`config.mk`:
```
export PLATFORM = sky130hd
export DESIGN_NAME = key_conditioner
export DESIGN_NICKNAME = d
export VERILOG_FILES = /design/src/rtl/key_conditioner.sv
export SDC_FILE = /design/constraint.sdc
export NUM_CORES = 1
export LEC_CHECK = 0
export CAP_MARGIN = 20
export CORE_MARGIN = 2
export CORE_UTILIZATION = 60
export CTS_CLUSTER_DIAMETER = 100
export DETAILED_ROUTE_END_ITERATION = 10
export MAX_ROUTING_LAYER = met4
export PLACE_DENSITY = 0.78
export SLEW_MARGIN = 20
export SYNTH_ARGS = -nofsm -noshare
export SYNTH_HDL_FRONTEND = slang
export SYNTH_SLANG_ARGS = --single-unit
```
`constraint.sdc`:
```
create_clock -name CLOCK_50 -period 2.95 [get_ports CLOCK_50]
set_input_delay 0.59 -clock CLOCK_50 [delete_from_list [all_inputs] [get_ports CLOCK_50]]
set_output_delay 0.59 -clock CLOCK_50 [all_outputs]
set_load 0.03 [all_outputs]
```
`src/rtl/key_conditioner.sv`:
```
// key_conditioner -- pushbutton front end for the timer.
//
// Each raw, bouncing, active-low KEY pin becomes a clean set of CLOCK_50
// signals: a debounced level, one-cycle press/release pulses and a press
// pulse that auto-repeats while the key is held.
//
// `release` and `repeat` are reserved words in SystemVerilog, so those two
// outputs are named release_pulse and repeat_pulse.
//
// Ports (key_conditioner):
//   CLOCK_50       in   1      system clock, rising edge
//   reset          in   1      synchronous, active-high
//   KEY            in   NKEYS  raw pushbuttons, 0 = pressed
//   level          out  NKEYS  debounced state, 1 = pressed
//   press          out  NKEYS  one-cycle pulse on debounced press
//   release_pulse  out  NKEYS  one-cycle pulse on debounced release
//   repeat_pulse   out  NKEYS  pulse on press, then auto-repeat while held

// One key channel: synchroniser, debouncer, edge pulses, auto-repeat.
module key_chan #(
   parameter int DEBOUNCE_CYCLES = 1000000,
   parameter int REPEAT_DELAY    = 25000000,
   parameter int REPEAT_PERIOD   = 5000000
) (
   input  logic CLOCK_50,
   input  logic reset,
   input  logic key,
   output logic level,
   output logic press,
   output logic release_pulse,
   output logic repeat_pulse
);
   localparam int DW   = $clog2(DEBOUNCE_CYCLES);
   localparam int HMAX = (REPEAT_DELAY > REPEAT_PERIOD) ? REPEAT_DELAY : REPEAT_PERIOD;
   localparam int HW   = (HMAX > 1) ? $clog2(HMAX) : 1;

   localparam logic [DW-1:0] D_LAST   = DW'(DEBOUNCE_CYCLES - 1);
   localparam logic [HW-1:0] RD_LAST  = HW'(REPEAT_DELAY - 1);
   localparam logic [HW-1:0] RP_LAST  = HW'(REPEAT_PERIOD - 1);

   logic          sync1, sync2;
   logic          p;
   logic          lvl_nxt;
   logic [DW-1:0] dcnt, dcnt_nxt;
   logic [HW-1:0] hcnt;
   logic          rep_phase;
   logic          rep_hit;

   always_comb begin
      p        = ~sync2;
      lvl_nxt  = level;
      dcnt_nxt = '0;
      // Count only while the synchronised value disagrees with the level;
      // any agreement (a bounce back) restarts the count from zero.
      if (p != level) begin
         if (dcnt == D_LAST) lvl_nxt  = p;
         else                dcnt_nxt = dcnt + 1'b1;
      end
      // Terminal count of the current hold phase. The press cycle itself is
      // excluded: hcnt is being restarted there.
      rep_hit = level & ~press & (rep_phase ? (hcnt == RP_LAST) : (hcnt == RD_LAST));
   end

   always_ff @(posedge CLOCK_50) begin
      if (reset) begin
         sync1         <= 1'b1;
         sync2         <= 1'b1;
         dcnt          <= '0;
         level         <= 1'b0;
         press         <= 1'b0;
         release_pulse <= 1'b0;
         repeat_pulse  <= 1'b0;
         hcnt          <= '0;
         rep_phase     <= 1'b0;
      end else begin
         sync1         <= key;
         sync2         <= sync1;
         dcnt          <= dcnt_nxt;
         level         <= lvl_nxt;
         // Pulses are computed from the next level so they appear in the
         // same cycle the level first shows its new value.
         press         <= lvl_nxt & ~level;
         release_pulse <= ~lvl_nxt & level;
         // A release landing on a repeat slot suppresses that repeat.
         repeat_pulse  <= (lvl_nxt & ~level) | (rep_hit & lvl_nxt);

         if (!level) begin
            hcnt      <= '0;
            rep_phase <= 1'b0;
         end else if (press) begin
            // press cycle counts as hold cycle 0
            hcnt      <= HW'(1);
            rep_phase <= 1'b0;
         end else if (rep_hit) begin
            hcnt      <= '0;
            rep_phase <= 1'b1;
         end else begin
            hcnt      <= hcnt + 1'b1;
         end
      end
   end
endmodule

module key_conditioner #(
   parameter int NKEYS           = 4,
   parameter int DEBOUNCE_CYCLES = 1000000,
   parameter int REPEAT_DELAY    = 25000000,
   parameter int REPEAT_PERIOD   = 5000000
) (
   input  logic             CLOCK_50,
   input  logic             reset,
   input  logic [NKEYS-1:0] KEY,
   output logic [NKEYS-1:0] level,
   output logic [NKEYS-1:0] press,
   output logic [NKEYS-1:0] release_pulse,
   output logic [NKEYS-1:0] repeat_pulse
);
   for (genvar i = 0; i < NKEYS; i++) begin : g_chan
      key_chan #(
         .DEBOUNCE_CYCLES (DEBOUNCE_CYCLES),
         .REPEAT_DELAY    (REPEAT_DELAY),
         .REPEAT_PERIOD   (REPEAT_PERIOD)
      ) u_chan (
         .CLOCK_50      (CLOCK_50),
         .reset         (reset),
         .key           (KEY[i]),
         .level         (level[i]),
         .press         (press[i]),
         .release_pulse (release_pulse[i]),
         .repeat_pulse  (repeat_pulse[i])
      );
   end
endmodule

```
==> impl_metrics.env, run 1 <==
export IMPL_leakagePower_nw=3.13
export IMPL_synth_distinct_cells=42
export IMPL_cp_max_fo=12
export IMPL_regToRegEndpoint="g_chan[3].u_chan.hcnt[17]$_SDFF_PP0_"
export IMPL_wirelength_mm=16.3
export IMPL_critPathSlowestCell="or4_4"
export IMPL_rsz0062_at_grt="no"
export IMPL_hp_class="flip-flop to flip-flop"
export IMPL_grt_max_degree=27
export IMPL_powerDensity_nw_per_um2=584
export IMPL_die_area_um2=16000
export IMPL_synth_simple_area_share_pct=30.8
export IMPL_cp_arrival_ns=2.69
export IMPL_drc_errors=0
export IMPL_r2r_cells=6
export IMPL_drv_slew=0
export IMPL_antenna_found_initial=0
export IMPL_cpLargestDelayFamily="simple AND/OR/NAND/NOR gates"
export IMPL_die_w_um=127
export IMPL_pin_count=22
export IMPL_period_share_pct=77.7
export IMPL_cts_hold_buf=0
export IMPL_ir_drop_mv=0.436
export IMPL_crit_chain="or4b_1, or4_4, a2111oi_4, nand2b_1, buf_4, nor2_1"
export IMPL_status="finished clean"
export IMPL_grt_pass1_wl_mm=28.2
export IMPL_first_pass_iters=4
export IMPL_initial_core_util_pct=61.7
export IMPL_synthCells=1037
export IMPL_ys_seq_area_share_pct=46.1
export IMPL_vias=6848
export IMPL_clock_path_buffers=3
export IMPL_synth_top_family_by_area="simple AND/OR/NAND/NOR gates"
export IMPL_grt_ovfl_total=0
export IMPL_max_freq_mhz=436
export IMPL_syn_area_um2=9030
export IMPL_first_iter_violations=327
export IMPL_syn_nets=1051
export IMPL_slew_limit_headroom_pct=35.4
export IMPL_cts_resized=0
export IMPL_synth_xor_xnor_area_share_pct=16.3
export IMPL_yosysWarnings=0
export IMPL_core_area_um2=14600
export IMPL_cts_htree_levels=1
export IMPL_required_ns=3.35
export IMPL_cts_tree="built"
export IMPL_crit_path_start_kind="flip-flop"
export IMPL_setup_ws_ns=0.658
export IMPL_nNetsFinal=1066
export IMPL_critPathBufInv=1
export IMPL_rrSetupSlack_ns=0.66
export IMPL_port_buffers=21
export IMPL_tightestPinTransition_ns=0.961
export IMPL_die_h_um=127
export IMPL_antennaDiodeCount=0
export IMPL_detail_route_wl_per_cell_um=13.0
export IMPL_worstSetupEndpointType="flip-flop"
export IMPL_cts_root_buf="clkbuf_16"
export IMPL_dpl_worst_slack_ns=0.669
export IMPL_placementRows=44
export IMPL_hp_start="g_chan[0].u_chan.sync1$_SDFF_PP1_"
export IMPL_startpoint="g_chan[3].u_chan.hcnt[7]$_SDFF_PP0_"
export IMPL_max_cap_violations=0
export IMPL_post_route_min_period_ns=2.29
export IMPL_ys_ff_latch=208
export IMPL_place_detailed_hpwl_mm=10.7
export IMPL_synthMuxAreaShare_pct=0
export IMPL_postCtsSetupBuffers=0
export IMPL_p_total_mw=5.91
export IMPL_clk_latency_ns=0.51
export IMPL_path_clk_slew_ns=0.06
export IMPL_setup_violations=0
export IMPL_clock_sinks=208
export IMPL_synth_area_per_cell_um2=8.71
export IMPL_cts_made_buffers=22
export IMPL_drt_vias_per_instance=5.47
export IMPL_synth_compound_area_share_pct=2.09
export IMPL_grt_use_total_pct=20.9
export IMPL_hold_viol_final=0
export IMPL_area_delta_synth_final_pct=12.1
export IMPL_critPathCapture="g_chan[3].u_chan.hcnt[17]$_SDFF_PP0_"
export IMPL_hold_slack_ns=0.422
export IMPL_gp_congestion=0.858
export IMPL_crit_cells=6
export IMPL_path_class="flip-flop to flip-flop"
export IMPL_reg2reg_from="g_chan[3].u_chan.hcnt[7]$_SDFF_PP0_"
export IMPL_drive_above_1_share_pct=6.09
export IMPL_final_setup_tns_ns=0
export IMPL_grt_pass1_vias=6394
export IMPL_synth_adder_area_share_pct=1.11
export IMPL_fin_skew_ns=0.0181
export IMPL_cp_slowest_stage_delay_ns=0.54
export IMPL_antenna_left=0
==> cells by family (layout without fill, tap and decap cells) <==
| family | count (synthesis) | after routing |
|---|---|---|
| and+or+nand+nor | 572 | 572 |
| DFF | 208 | 208 |
| xor gates and xnor gates | 168 | 168 |
| buffers and inverters | 60 | 91 |
| AOI/OAI and AO/OA | 21 | 21 |
| adders and majority gates | 8 | 8 |
==> worst min path at each step <==
stage,depth (start not counted),slack (ns),to
final,1,0.42,g_chan[0].u_chan.sync2$_SDFF_PP1_
after detailed placement,1,0.40,g_chan[3].u_chan.sync2$_SDFF_PP1_
after CTS,1,0.42,g_chan[0].u_chan.sync2$_SDFF_PP1_
after global routing,1,0.44,g_chan[0].u_chan.sync2$_SDFF_PP1_
after floorplan,1,0.39,g_chan[0].u_chan.sync2$_SDFF_PP1_
after global placement,1,0.39,g_chan[3].u_chan.sync2$_SDFF_PP1_
==> state kept, by name, summed over array words and instances, names as in the netlist <==
register and count:
g_chan.u_chan.dcnt 80, g_chan.u_chan.hcnt 100, g_chan.u_chan.level 4, g_chan.u_chan.press 4, g_chan.u_chan.release_pulse 4, g_chan.u_chan.rep_phase 4
g_chan.u_chan.repeat_pulse 4, g_chan.u_chan.sync1 4, g_chan.u_chan.sync2 4
==> area by class of cell <==
class | count | area, um^2
Multi-Input combinational cell | 769 | 4540
Fill cell | 1141 | 4530
Sequential cell | 208 | 4160
Clock buffer | 28 | 593
Timing Repair Buffer | 32 | 293
Tap cell | 184 | 230
Clock inverter | 12 | 225
Inverter | 19 | 71.3
==> cell usage in the layout, fill, tap and decap left out, drive strengths merged, types with 8 or more instances in the layout <==
cell,n
nand3,73
clkbuf,28
nand2b,9
buf,11
and3,15
nor2,238
xnor2,63
ha,8
nor4b,10
xor2,105
inv,19
dfxtp,208
or2,9
nand2,72
clkdlybuf4s50,21
nor4,17
nand4,56
nor3,31
and4,15
==> report_power, final <==
group	internal (mW)	switching (mW)	total, mW
sequential	2.82	0.00444	2.82
combinational	0.0139	0.0185	0.0324
clock	1.95	1.10	3.05
total	4.78	1.12	5.91
==> synthesized netlist by cell type (all sizes together) <==
cell / n / share of area, %
o21ba: 3 / 0.33
and3: 15 / 1.0
and3b: 2 / 0.19
buf: 25 / 2.1
a21boi: 1 / 0.083
nand3b: 1 / 0.083
inv: 19 / 0.79
a2111oi: 4 / 0.75
or3: 4 / 0.28
and2: 6 / 0.42
dfxtp: 208 / 46
or2: 9 / 0.62
a21oi: 6 / 0.33
nand3: 73 / 4.0
nand2: 72 / 3.0
clkbuf: 16 / 0.67
nor2: 238 / 9.9
or4b: 4 / 0.44
nand4: 56 / 3.9
ha: 8 / 1.1
o21a: 4 / 0.33
nor4bb: 4 / 0.44
nor4b: 10 / 0.97
xnor2: 63 / 6.1
o2111ai: 1 / 0.097
and4: 15 / 1.5
xor2: 105 / 10
nor2b: 1 / 0.069
nand2b: 9 / 0.62
o21bai: 1 / 0.083
nor3b: 2 / 0.17
or4: 3 / 0.29
nor4: 17 / 1.2
a211oi: 1 / 0.083
nor3: 31 / 1.7
==> through the flow <==
stage	utilization, %	area [um^2]	instances
after floorplan	-	9030	1037
after global placement	63.5	9300	1212
after detailed placement	63.5	9300	1212
after CTS	69.1	10100	1252
after global routing	69.1	10100	1252
final	69.1	10100	1252
==> metal layers <==
metal | wire length [um] | vias up | GRT usage (%)
met4 | 308 | 0 | 5.49
met3 | 570 | 27 | 3.37
li1 | - | 3523 | -
met1 | 7730 | 3198 | 27.2
met2 | 7700 | 100 | 34.3
met5 | 0 | - | -
No activity file was read; power rests on OpenSTA's default activity.
==> inputs of run 2 (changes only) <==
Settings changed: CORE_UTILIZATION 60 to 56, PLACE_DENSITY 0.78 to 0.76.
Clock period 2.95 ns to 1.84 ns, I/O delays scaled along.
==> impl_metrics.env, run 2 (same netlist as run 1, synthesis figures left out) <==
export IMPL_status="finished, violations left"
export IMPL_violations="setup timing"
export IMPL_grt_max_degree=27
export IMPL_holdPathEnd="g_chan[2].u_chan.sync2$_SDFF_PP1_"
export IMPL_nNetsFinal=1166
export IMPL_critPathSlowestCell="or4_4"
export IMPL_p_int_mw=7.52
export IMPL_wirelength_mm=18.3
export IMPL_register_area_um2=4190
export IMPL_crit_path_start_kind="flip-flop"
export IMPL_die_area_um2=17200
export IMPL_cp_max_fo=4
export IMPL_setup_violations=37
export IMPL_required_ns=2.25
export IMPL_post_route_min_period_ns=2.16
export IMPL_first_pass_iters=4
export IMPL_fin_cells=1383
export IMPL_gp_congestion=0.869
export IMPL_power_share_switching_pct=20.0
export IMPL_worstSetupEndpointType="flip-flop"
export IMPL_crit_chain="or4b_4, or4_4, a2111oi_4, buf_4, o21bai_1, and3b_1"
export IMPL_placementRows=46
export IMPL_cts_made_buffers=23
export IMPL_placed_cell_area_um2=10100
export IMPL_cp_arrival_ns=2.57
export IMPL_max_freq_mhz=463
export IMPL_path_clk_slew_ns=0.06
export IMPL_regToRegEndpoint="g_chan[3].u_chan.hcnt[0]$_SDFF_PP0_"
export IMPL_core_area_um2=15800
export IMPL_slew_limit_headroom_pct=65.1
export IMPL_p_comb_share_pct=0.7
export IMPL_setup_ws_ns=-0.319
export IMPL_nFillCells=1154
export IMPL_drc_errors=0
export IMPL_antennaDiodeCount=0
export IMPL_tightestPinTransition_ns=0.523
export IMPL_place_detailed_hpwl_mm=11.7
export IMPL_dp_cells=1330
export IMPL_die_h_um=131
export IMPL_rrSetupSlack_ns=-0.32
export IMPL_clock_sinks=208
export IMPL_first_iter_violations=367
export IMPL_p_total_mw=9.41
export IMPL_worstHoldPathCells=1
export IMPL_fin_skew_ns=0.0212
export IMPL_final_common_cell="nor2_1"
export IMPL_area_delta_synth_final_pct=24.9
export IMPL_grt_pass1_wl_mm=30.4
export IMPL_port_buffers=21
export IMPL_p_clk_share_pct=51.3
export IMPL_hp_class="flip-flop to flip-flop"
export IMPL_clk_latency_ns=0.52
export IMPL_final_util_pct=71.3
export IMPL_antenna_found_initial=0
export IMPL_p_seq_share_pct=48.0
export IMPL_switchingPower_mw=1.88
export IMPL_max_cap_violations=0
export IMPL_grt_ovfl_total=0
export IMPL_layout_common_cells="nor2_1 (216), dfxtp_1 (192), xor2_1 (104)"
export IMPL_antenna_left=0
export IMPL_cpLargestDelayFamily="simple AND/OR/NAND/NOR gates"
export IMPL_pin_count=22
export IMPL_die_w_um=131
export IMPL_hold_viol_final=0
export IMPL_regMostFlops="g_chan.u_chan.hcnt"
export IMPL_stdcell_area_um2=11300
export IMPL_reg2reg_from="g_chan[3].u_chan.hcnt[15]$_SDFF_PP0_"
export IMPL_ir_drop_mv=0.863
export IMPL_cp_slowest_stage_delay_ns=0.53
export IMPL_grt_use_total_pct=21.9
export IMPL_critPathBufInv=1
export IMPL_cts_root_buf="clkbuf_16"
export IMPL_grt_pass1_vias=6895
export IMPL_clock_path_buffers=3
export IMPL_drt_vias_per_instance=5.26
export IMPL_cts_tree="built"
export IMPL_detail_route_wl_per_cell_um=13.3
export IMPL_leakagePower_nw=3.80
export IMPL_vias=7277
export IMPL_startpoint="g_chan[3].u_chan.hcnt[15]$_SDFF_PP0_"
export IMPL_period_share_pct=117
export IMPL_drv_slew=0
export IMPL_rsz0062_at_grt="yes"
export IMPL_path_class="flip-flop to flip-flop"
export IMPL_r2r_cells=6
export IMPL_hp_start="g_chan[2].u_chan.sync1$_SDFF_PP1_"
export IMPL_initial_core_util_pct=57.0
export IMPL_powerDensity_nw_per_um2=834
export IMPL_largest_register_ff_count=100
export IMPL_drive_above_1_share_pct=19.9
export IMPL_cts_htree_levels=1
export IMPL_biggestRegsByFlops="g_chan.u_chan.hcnt x100, g_chan.u_chan.dcnt x80"
export IMPL_multiInputGateArea_um2=4930
run 2: cell count changes in the layout (fill, tap and decap cells not counted), moves of 9 or more:
cell             previous run  this run
clkdlybuf4s50_1            21         5
buf_4                      11       100
nand2b_4                    0         9
nor2_1                    238       216
dlygate4sd2_1               0        16
dfxtp_1                   208       192
dfxtp_2                     0        15
nor2_2                      0        16
run 2: final cells by class:
type / count / area share (%)
Clock buffer: 26 / 5.47
Clock inverter: 14 / 1.68
Inverter: 19 / 0.632
Multi-Input combinational cell: 775 / 43.7
Sequential cell: 208 / 37.1
Tap cell: 216 / 2.40
Timing Repair Buffer: 125 / 8.97
run 2: worst max-delay path by stage:
stage / endpoint / slack (ns) / cells after the start
detailed placement: g_chan[3].u_chan.hcnt[1]$_SDFF_PP0_ / -0.34 / 5
global route: g_chan[3].u_chan.hcnt[0]$_SDFF_PP0_ / -0.40 / 6
global placement: g_chan[3].u_chan.hcnt[2]$_SDFF_PP0_ / -0.31 / 5
floorplan: g_chan[3].u_chan.hcnt[23]$_SDFF_PP0_ / -0.31 / 7
CTS: g_chan[3].u_chan.hcnt[0]$_SDFF_PP0_ / -0.31 / 6
finish: g_chan[3].u_chan.hcnt[0]$_SDFF_PP0_ / -0.32 / 6
run 2: what timing repair did:
item / in CTS / in global routing
resized for setup: 27 / 61
pin swaps: 4 / 37
setup buffers: 4 / 3
cloned: 5 / 1
endpoints found under the setup margin: 93 / 125
hold buffers: 0 / 0
run 2: routing by layer:
metal | track usage, % | wire length, um | share of wire, % | vias up
met3 | 3.79 | 710 | 3.9 | 36
met2 | 37.4 | 9040 | 49 | 102
li1 | - | - | - | 3723
met5 | - | 0 | 0 | -
met1 | 26.6 | 8270 | 45 | 3416
met4 | 6.63 | 316 | 1.7 | 0
run 2: per-stage QoR:
stage / worst slack, ns / TNS, ns / hold slack (ns)
after floorplan: -0.311 / -7.12 / 0.389
after global placement: -0.311 / -7.89 / 0.393
after detailed placement: -0.345 / -10.45 / 0.397
after CTS: -0.308 / -6.92 / 0.390
after global routing: -0.403 / -10.85 / 0.415
final: -0.319 / -7.33 / 0.403
run 2: worst register-to-register path, cell delays in order, from the launching register on:
cell,delay (ns)
dfxtp_2,0.32
or4b_4,0.52
or4_4,0.53
a2111oi_4,0.29
buf_4,0.19
o21bai_1,0.06
and3b_1,0.16
run 2: power groups by stage:
| stage | Sequential [mW] | Clock, mW | Combinational (mW) |
|---|---|---|---|
| floorplan | 4.62 | 0 | 0.0313 |
| global placement | 4.62 | 0 | 0.0622 |
| detailed placement | 4.62 | 0 | 0.0635 |
| CTS | 4.52 | 4.91 | 0.0636 |
| global route | 4.52 | 5.10 | 0.0703 |
| finish | 4.52 | 4.82 | 0.0636 |
==> inputs of run 3 (changes only) <==
Settings changed: GPL_ROUTABILITY_DRIVEN set to 0.
==> results of run 3 <==
No change in the layout: final DEF, timing and power equal those of run 2.
